### config.mk
export PLATFORM = sky130hd
export DESIGN_NAME = multicycle_ctrl_fsm
export DESIGN_NICKNAME = d
export VERILOG_FILES = /design/src/rtl/cpu_ctrl_pkg.sv /design/src/rtl/opcode_classifier.sv /design/src/rtl/multicycle_ctrl_fsm.sv
export SDC_FILE = /design/constraint.sdc
export NUM_CORES = 1
export LEC_CHECK = 0
export ABC_AREA = 1
export BUFFER_PORTS_ARGS = -buffer_cell sky130_fd_sc_hd__buf_2
export CAP_MARGIN = 25
export CELL_PAD_IN_SITES_DETAIL_PLACEMENT = 1
export CELL_PAD_IN_SITES_GLOBAL_PLACEMENT = 1
export CORE_UTILIZATION = 28
export DETAILED_ROUTE_END_ITERATION = 10
export PLACE_DENSITY_LB_ADDON = 0.1
export SLEW_MARGIN = 40
export SYNTH_ARGS = -nofsm -noshare
export SYNTH_HDL_FRONTEND = slang
export SYNTH_HIERARCHICAL = 1
export SYNTH_SLANG_ARGS = --single-unit
### constraint.sdc
create_clock -name clk -period 3.5 [get_ports clk]
set_clock_uncertainty 0.05 [all_clocks]
set_input_delay 0.875 -clock clk [delete_from_list [all_inputs] [get_ports clk]]
set_output_delay 0.875 -clock clk [all_outputs]
set_load 0.01 [all_outputs]
### src/rtl/cpu_ctrl_pkg.sv
// Shared encodings for the multi-cycle MIPS-style control path: opcodes, FSM states,
// ALU operation codes, datapath mux selects and the opcode class record.
package cpu_ctrl_pkg;

  localparam logic [5:0] OP_RTYPE = 6'b000000;
  localparam logic [5:0] OP_ADDI  = 6'b000100;
  localparam logic [5:0] OP_ADDIU = 6'b000101;
  localparam logic [5:0] OP_ANDI  = 6'b001000;
  localparam logic [5:0] OP_ORI   = 6'b001001;
  localparam logic [5:0] OP_LW    = 6'b001100;
  localparam logic [5:0] OP_SW    = 6'b001101;
  localparam logic [5:0] OP_SLTI  = 6'b011000;
  localparam logic [5:0] OP_J     = 6'b010100;
  localparam logic [5:0] OP_JAL   = 6'b010110;

  typedef enum logic [2:0] {
    IDLE   = 3'd0,
    FETCH  = 3'd1,
    DECODE = 3'd2,
    EXEC   = 3'd3,
    MEM    = 3'd4,
    WB     = 3'd5,
    HALT   = 3'd6
  } state_t;

  typedef enum logic [3:0] {
    ALU_ADD   = 4'd0,
    ALU_AND   = 4'd1,
    ALU_OR    = 4'd2,
    ALU_SLT   = 4'd3,
    ALU_FUNCT = 4'd4
  } alu_op_t;

  typedef enum logic [1:0] {
    PC_SEQ  = 2'b00,
    PC_JUMP = 2'b01
  } pc_src_t;

  typedef enum logic [1:0] {
    RD_RT = 2'b00,
    RD_RD = 2'b01,
    RD_RA = 2'b10
  } reg_dst_t;

  typedef enum logic [1:0] {
    WB_ALU = 2'b00,
    WB_MEM = 2'b01,
    WB_PC4 = 2'b10
  } wb_sel_t;

  typedef struct packed {
    logic is_r;
    logic is_alu_i;
    logic is_load;
    logic is_store;
    logic is_jump;
    logic is_link;
    logic is_halt;
    logic is_illegal;
  } op_class_t;

endpackage

### src/rtl/opcode_classifier.sv
// Combinational opcode -> instruction class map. The halt opcode takes priority over
// every other encoding; anything unrecognised is flagged illegal.
module opcode_classifier
  import cpu_ctrl_pkg::*;
#(
  parameter logic [5:0] HALT_OPCODE = 6'b111111
) (
  input  logic [5:0] opcode,
  output op_class_t  cls
);

  always_comb begin
    // NOTE: default everything first so no branch can leave a field unassigned and infer a latch.
    cls = '0;
    if (opcode == HALT_OPCODE) begin
      cls.is_halt = 1'b1;
    end else begin
      case (opcode)
        OP_RTYPE:                                    cls.is_r       = 1'b1;
        OP_ADDI, OP_ADDIU, OP_ANDI, OP_ORI, OP_SLTI: cls.is_alu_i   = 1'b1;
        OP_LW:                                       cls.is_load    = 1'b1;
        OP_SW:                                       cls.is_store   = 1'b1;
        OP_J:                                        cls.is_jump    = 1'b1;
        OP_JAL: begin
          cls.is_jump = 1'b1;
          cls.is_link = 1'b1;
        end
        default:                                     cls.is_illegal = 1'b1;
      endcase
    end
  end

endmodule

### src/rtl/multicycle_ctrl_fsm.sv
// Multi-cycle FETCH/DECODE/EXEC/MEM/WB controller; outputs decode (state, op_q, mem_ready).
// Optional performance counters are built only when CTRL_PERF_CNT_EN is defined.
module multicycle_ctrl_fsm
  import cpu_ctrl_pkg::*;
#(
  parameter int unsigned CNT_W       = 32,
  parameter logic [5:0]  HALT_OPCODE = 6'b111111
) (
  input  logic             clk,
  input  logic             rst_n,
  input  logic [5:0]       opcode,
  input  logic [5:0]       funct,
  input  logic             mem_ready,
  output logic             mem_req,
  output logic             mem_we,
  output logic             mem_addr_sel,
  output logic             ir_we,
  output logic             pc_we,
  output logic [1:0]       pc_src,
  output logic             reg_we,
  output logic [1:0]       reg_dst,
  output logic [1:0]       wb_sel,
  output logic             alu_src_imm,
  output logic [3:0]       alu_op,
  output logic [2:0]       state_o,
  output logic             halted,
  output logic             illegal_op,
  output logic [CNT_W-1:0] cyc_cnt,
  output logic [CNT_W-1:0] instr_cnt
);

  state_t     state;
  logic [5:0] op_q;
  logic [5:0] fn_q;
  logic [5:0] cls_op;
  op_class_t  cls;
  logic       fn_q_unused;

  // The R-type function code is consumed by the ALU decoder, not by this controller.
  assign fn_q_unused = ^fn_q;

  // In DECODE the live opcode is classified; afterwards the latched one drives the datapath.
  assign cls_op = (state == DECODE) ? opcode : op_q;

  opcode_classifier #(.HALT_OPCODE(HALT_OPCODE)) u_classifier (
    .opcode (cls_op),
    .cls    (cls)
  );

  // NOTE: sequential state uses non-blocking assignments so every flop samples pre-edge values.
  always_ff @(posedge clk or negedge rst_n) begin
    if (!rst_n) begin
      state <= IDLE;
      op_q  <= '0;
      fn_q  <= '0;
    end else begin
      case (state)
        IDLE:   state <= FETCH;
        FETCH:  if (mem_ready) state <= DECODE;
        DECODE: begin
          op_q <= opcode;
          fn_q <= funct;
          if (cls.is_halt)         state <= HALT;
          else if (cls.is_illegal) state <= FETCH;
          else                     state <= EXEC;
        end
        EXEC: begin
          if (cls.is_jump)                      state <= FETCH;
          else if (cls.is_load || cls.is_store) state <= MEM;
          else                                  state <= WB;
        end
        MEM:    if (mem_ready) state <= cls.is_store ? FETCH : WB;
        WB:     state <= FETCH;
        HALT:   state <= HALT;
        default: state <= IDLE;
      endcase
    end
  end

  assign state_o = state;

  always_comb begin
    mem_req      = 1'b0;
    mem_we       = 1'b0;
    mem_addr_sel = 1'b0;
    ir_we        = 1'b0;
    pc_we        = 1'b0;
    pc_src       = PC_SEQ;
    reg_we       = 1'b0;
    reg_dst      = RD_RT;
    wb_sel       = WB_ALU;
    alu_src_imm  = 1'b0;
    alu_op       = ALU_ADD;
    halted       = 1'b0;
    illegal_op   = 1'b0;
    case (state)
      FETCH: begin
        mem_req = 1'b1;
        ir_we   = mem_ready;
        pc_we   = mem_ready;
      end
      DECODE: illegal_op = cls.is_illegal;
      EXEC, MEM, WB: begin
        // Selects stay stable from EXEC to the end of the instruction.
        alu_src_imm = cls.is_alu_i | cls.is_load | cls.is_store;
        if (cls.is_r)              alu_op = ALU_FUNCT;
        else if (op_q == OP_ANDI)  alu_op = ALU_AND;
        else if (op_q == OP_ORI)   alu_op = ALU_OR;
        else if (op_q == OP_SLTI)  alu_op = ALU_SLT;
        else                       alu_op = ALU_ADD;
        if (cls.is_r)              reg_dst = RD_RD;
        else if (cls.is_link)      reg_dst = RD_RA;
        if (cls.is_load)           wb_sel = WB_MEM;
        else if (cls.is_link)      wb_sel = WB_PC4;
        if (state == EXEC && cls.is_jump) begin
          pc_we  = 1'b1;
          pc_src = PC_JUMP;
          reg_we = cls.is_link;
        end
        if (state == MEM) begin
          mem_req      = 1'b1;
          mem_addr_sel = 1'b1;
          mem_we       = cls.is_store;
        end
        if (state == WB) reg_we = 1'b1;
      end
      HALT:    halted = 1'b1;
      default: ;
    endcase
  end

`ifdef CTRL_PERF_CNT_EN
  logic retire;

  // Last cycle of a completed instruction; illegal NOPs and the halt itself never retire.
  assign retire = (state == WB)
               || (state == EXEC && cls.is_jump)
               || (state == MEM && mem_ready && cls.is_store);

  always_ff @(posedge clk or negedge rst_n) begin
    if (!rst_n) begin
      cyc_cnt   <= '0;
      instr_cnt <= '0;
    end else begin
      if (state != HALT) cyc_cnt <= cyc_cnt + CNT_W'(1);
      if (retire)        instr_cnt <= instr_cnt + CNT_W'(1);
    end
  end
`else
  assign cyc_cnt   = '0;
  assign instr_cnt = '0;
`endif

endmodule

# Word-level counts from Yosys, hierarchy flattened
# Cells that the tools add are included.
# totals
romBits,0
ff_bits,9
output_inout_bits,86
wordCells,80
memories,0
latch_bits,0
ramBits,0
inputBits,15
# op_classes
n_bitwise,2
shift,0
n_mul,0
div,0
muxes,45
reduce_logical,10
n_lt_le_gt_ge,0
add_sub_neg,0
eq_ne,21
# op_table
operator,count
"6-bit by 4-bit == test with 1-bit output, second input constant",6
"6-bit by 5-bit == test with 1-bit output, second input constant",4
1-bit 2-to-1 mux,24
3-bit 2-to-1 mux,7
2-bit 2-to-1 mux,9
3-bit case mux with 6 select lines,1
"6-bit by 3-bit == test with 1-bit output, second input constant",2
6-bit 2-to-1 mux,2
10-bit OR reduction,1
"3-bit == test, second input constant",3
"3-bit by 2-bit == test with 1-bit output, second input constant",2
"6-bit == test, second input constant",1
6-bit logical NOT,1
5-bit OR reduction,1
"2-bit inequality test, second input constant",2
1-bit case mux with 2 select lines,2
2-bit OR reduction,2
"3-bit by 1-bit == test with 1-bit output, second input constant",1
3-bit logical NOT,1
3-bit OR reduction,1
1-bit OR,2
2-bit AND reduction,1
1-bit logical AND,1
1-bit logical OR,1

# Depth between registers and ports, before layout
# logic_depth
depth_word,10
depth_mapped,17
ltp_nobuf,17

# Hierarchy
# Netlist, hierarchy kept.
# modules_own_cells
module,area_each_um2,cells_each,instances,seq_area_each_um2
multicycle_ctrl_fsm,1169.9,165,1,225.2
opcode_classifier,188.9,46,1,0.0

# Worst setup path after synthesis
# OpenSTA, ideal clock, no wires.
# synth_path
kind,input to output
startpoint,input port opcode[1]
endpoint,output port reg_dst[0]
t_required_ns,2.575
stages,8
arrival_time_ns,2.048
path_buffers,1
slack_ns,0.527
path_cell_list,nor2_1 > a21oi_1 > nor2_1 > nand2_1 > nor3_1 > inv_1 > nor2_1 > buf_4
# synth_rtl
item,line,rtl
start: declaration,multicycle_ctrl_fsm.sv:11,"input logic [5:0] opcode,"
end: declaration,multicycle_ctrl_fsm.sv:21,"output logic [1:0] reg_dst,"

==> metrics.log <==
[metrics] worst-path cell with the longest stage delay: dfrtp_1
[metrics] H-tree depth: 1
[metrics] maximum root-to-sink buffer count: 2
[metrics] worst-case hold slack: 0.4394 ns
[metrics] number of buffers created by CTS: 3
[metrics] most utilized layer in the global route result: met2
[metrics] overall fraction of global-route tracks in use: 11.26%
[metrics] Avg Vias per Cell: 3.762
[metrics] top-level I/O count: 101
[metrics] final hold viol count: 0
[metrics] crit path DAT: 2.27 ns
[metrics] critical path peak fanout: 10
[metrics] first-iteration detailed-routing DRC count: 40
[metrics] number of core rows: 24
[metrics] minimum period implied by the final worst setup slack: 3.192 ns
[metrics] effective utilization at floorplan: 30.17%
[metrics] max-cap violation count: 0
[metrics] Pre-Repair DR Iteration Count: 4
[metrics] die width: 71.66 µm
[metrics] clock tree root driver cell: clkbuf_8
[metrics] path type of the worst setup path: flop to output port
[metrics] remaining global-route overflow: 0
[metrics] Resize count post-CTS: 0
[metrics] share of post-route cells with drive strength above 1: 22.31%
[metrics] cell type group with the largest total delay on the critical path: simple AND/OR/NAND/NOR gates
[metrics] count of hold buffers inserted by post-cts repair: 0
[metrics] path type of the worst min-delay path: input pin to async pin
[metrics] maximum clock rate: 313.3 MHz
[metrics] setup repair bufs after CTS: 0
[metrics] leakage power figure: 0.8897 nW
[metrics] endpoint required time on the critical path: 2.57 ns
[metrics] part of the Yosys area used for sequential elements: 16.57%
[metrics] total of fill cells in the finished design: 629
[metrics] CTS tree: yes
[metrics] RSZ-0062 raised after global routing: false
[metrics] Slew Viols, Final: 0
[metrics] clock network latency to the later pin of the worst-skew pair: 0.24 ns
[metrics] aggregate negative setup slack: 0 ns
[metrics] Yosys cell types: 23
[metrics] area of the core: 4504 µm²
[metrics] Post-Syn Area: 1359 µm²
[metrics] mean cell area of the mapped netlist: 6.440 µm²
[metrics] GR Layer Usage met3: 0.9845%
[metrics] GR Layer Usage met1: 15.83%
[metrics] number of warning messages in the yosys log: 6
[metrics] M2 GR Usage: 16.77%
[metrics] pwr/cell area: 757.1 nW/µm²
[metrics] cell breakdown of the critical path: inv_2 -> nor2_8 -> nand2_4 -> nor2_1 -> a21oi_2 -> nor2_2 -> nand2_1 -> nor2_1 -> o31ai_1 -> inv_1 -> buf_2
[metrics] count of buffers from port buffering: 28
[metrics] most prevalent standard cell on the critical path: nor2_1
[metrics] Die H: 71.66 µm
[metrics] Reg clk slew, reported paths: 0.05 ns
[metrics] number of buffers and inverters on the critical path: 3
[metrics] footprint of the multi-input gates: 765.7 µm²
[metrics] total design power: 1.034 mW
[metrics] full die area: 5135 µm²
[metrics] antenna violation net count after detailed routing: 0
[metrics] HPWL after detailed placement: 2.496 mm
[metrics] wirelength, routed: 2.937 mm
[metrics] # clock sinks: 9
[metrics] antenna cells: 0
[metrics] Worst path max stage delay: 0.45 ns
[metrics] first-pass GRT wire length: 4.464 mm
[metrics] startpoint class of the critical path: flop
[metrics] register bit total from synthesis: 9
[metrics] Total Nets Final: 258
[metrics] detailed-route via count: 1106
[metrics] final routed wire length divided by cell count: 9.990 µm
[metrics] largest net degree at the start of global routing: 11
[metrics] final routed DRC violation total: 0
[metrics] post-synthesis to final-layout area growth: 0.5525%
[metrics] kind of capture point of the worst setup path: output port
[metrics] vias in the first global route: 940
[metrics] ratio of final minimum period to clock period: 91.20%
[metrics] last weighted congestion value of the routability-driven placer: 0.7221
[metrics] Max rail drop VDD: 0.0001582 V
[metrics] result of the run: completed
[metrics] initial antenna violation count: 0
[metrics] Setup-failing EPs final: 0
[metrics] Cells after Synth: 211
[metrics] sequential cell area: 225.2 µm²
==> sequential cells by signal (all words and copies together) (netlist names) <==
name	flops
state_o	3
op_q	6
==> logic make-up after synthesis <==
group,after synthesis,share of synthesized area (%)
compound gates,9,3.867
flops,9,16.57
other cells,1,0.2760
buf+inv,96,46.13
simple gates,96,33.15
==> layout by cell type, fill, tap and decap left out <==
| master | synthesis | final |
|---|---|---|
| a21oi_1 | 3 | 1 |
| a21oi_2 | 0 | 2 |
| buf_2 | 0 | 28 |
| buf_4 | 67 | 3 |
| clkbuf_8 | 0 | 3 |
| clkinv_2 | 0 | 1 |
| conb_1 | 1 | 66 |
| dfrtp_1 | 9 | 9 |
| inv_1 | 24 | 24 |
| inv_2 | 3 | 3 |
| nand2_1 | 44 | 44 |
| nand2_2 | 2 | 2 |
| nand2_4 | 2 | 2 |
| nand3_1 | 14 | 14 |
| nand3b_1 | 1 | 1 |
| nand4_1 | 1 | 1 |
| nor2_1 | 23 | 22 |
| nor2_2 | 3 | 4 |
| nor2_4 | 1 | 1 |
| nor2_8 | 1 | 1 |
| nor3_1 | 2 | 1 |
| nor3_2 | 2 | 3 |
| o21ai_0 | 3 | 3 |
| o21ai_2 | 1 | 1 |
| o22ai_1 | 1 | 1 |
| o31ai_1 | 1 | 1 |
==> cell usage after synthesis <==
cell	number	area share, %
buf_4	67	37
nand2_1	44	12
inv_1	24	6.6
nor2_1	23	6.4
nand3_1	14	5.2
dfrtp_1	9	17
a21oi_1	3	1.1
inv_2	3	0.83
nor2_2	3	1.4
o21ai_0	3	1.1
buf_6	2	1.7
nand2_2	2	0.92
nand2_4	2	1.7
nor3_1	2	0.74
nor3_2	2	1.5
conb_1	1	0.28
nand3b_1	1	0.55
nand4_1	1	0.46
nor2_4	1	0.83
nor2_8	1	1.5
o21ai_2	1	0.64
o22ai_1	1	0.46
o31ai_1	1	0.55
==> worst paths after layout <==
check                           depth (start not counted)     endpoint  slack [ns]        from
worst max-delay path                                   11  alu_src_imm        0.31  state_o[1]
worst min register to register                          2      op_q[5]        0.53     op_q[5]
min in group clk                                        2      op_q[5]        0.53     op_q[5]
worst max register to register                         13   state_o[0]        1.26  state_o[1]
worst min-delay path                                    1      op_q[0]        0.44       rst_n
max in group asynchronous                               1   state_o[0]        2.77       rst_n
==> cell type report <==
cell class / instances / share of cell area, %
tap: 52 / 4.762
clock buffer: 3 / 3.022
sequential: 9 / 16.48
inverter: 27 / 7.418
multi-input combinational: 171 / 56.04
clock inverter: 1 / 0.3663
timing repair buffer: 31 / 11.90
==> layer usage <==
metal	share of wire, %	routed length (µm)	vias up
met1	47	1392	479
met4	1.5	45	0
met3	5.7	168	4
met5	0	0	-
li1	-	-	567
met2	45	1330	56
==> per-stage QoR <==
step / std cells / area [µm²] / util, % / setup WS [ns]
2_1_floorplan: 276 / 1603 / - / 0.5269
3_3_place_gp: 290 / 1305 / 28.97 / 0.2671
3_5_place_dp: 290 / 1305 / 28.97 / 0.2510
4_1_cts: 294 / 1351 / 30.00 / 0.06935
5_1_grt: 294 / 1366 / 30.33 / 0.02140
6_report: 294 / 1366 / 30.33 / 0.3079
==> power by group <==
group          internal [mW]  switching (mW)  total (mW)  leakage [nW]
clock network         0.0780          0.0459       0.124        0.0255
logic                  0.221           0.495       0.717         0.758
registers              0.156          0.0380       0.194         0.107
Note: power is estimated with default switching activity, not from simulation.
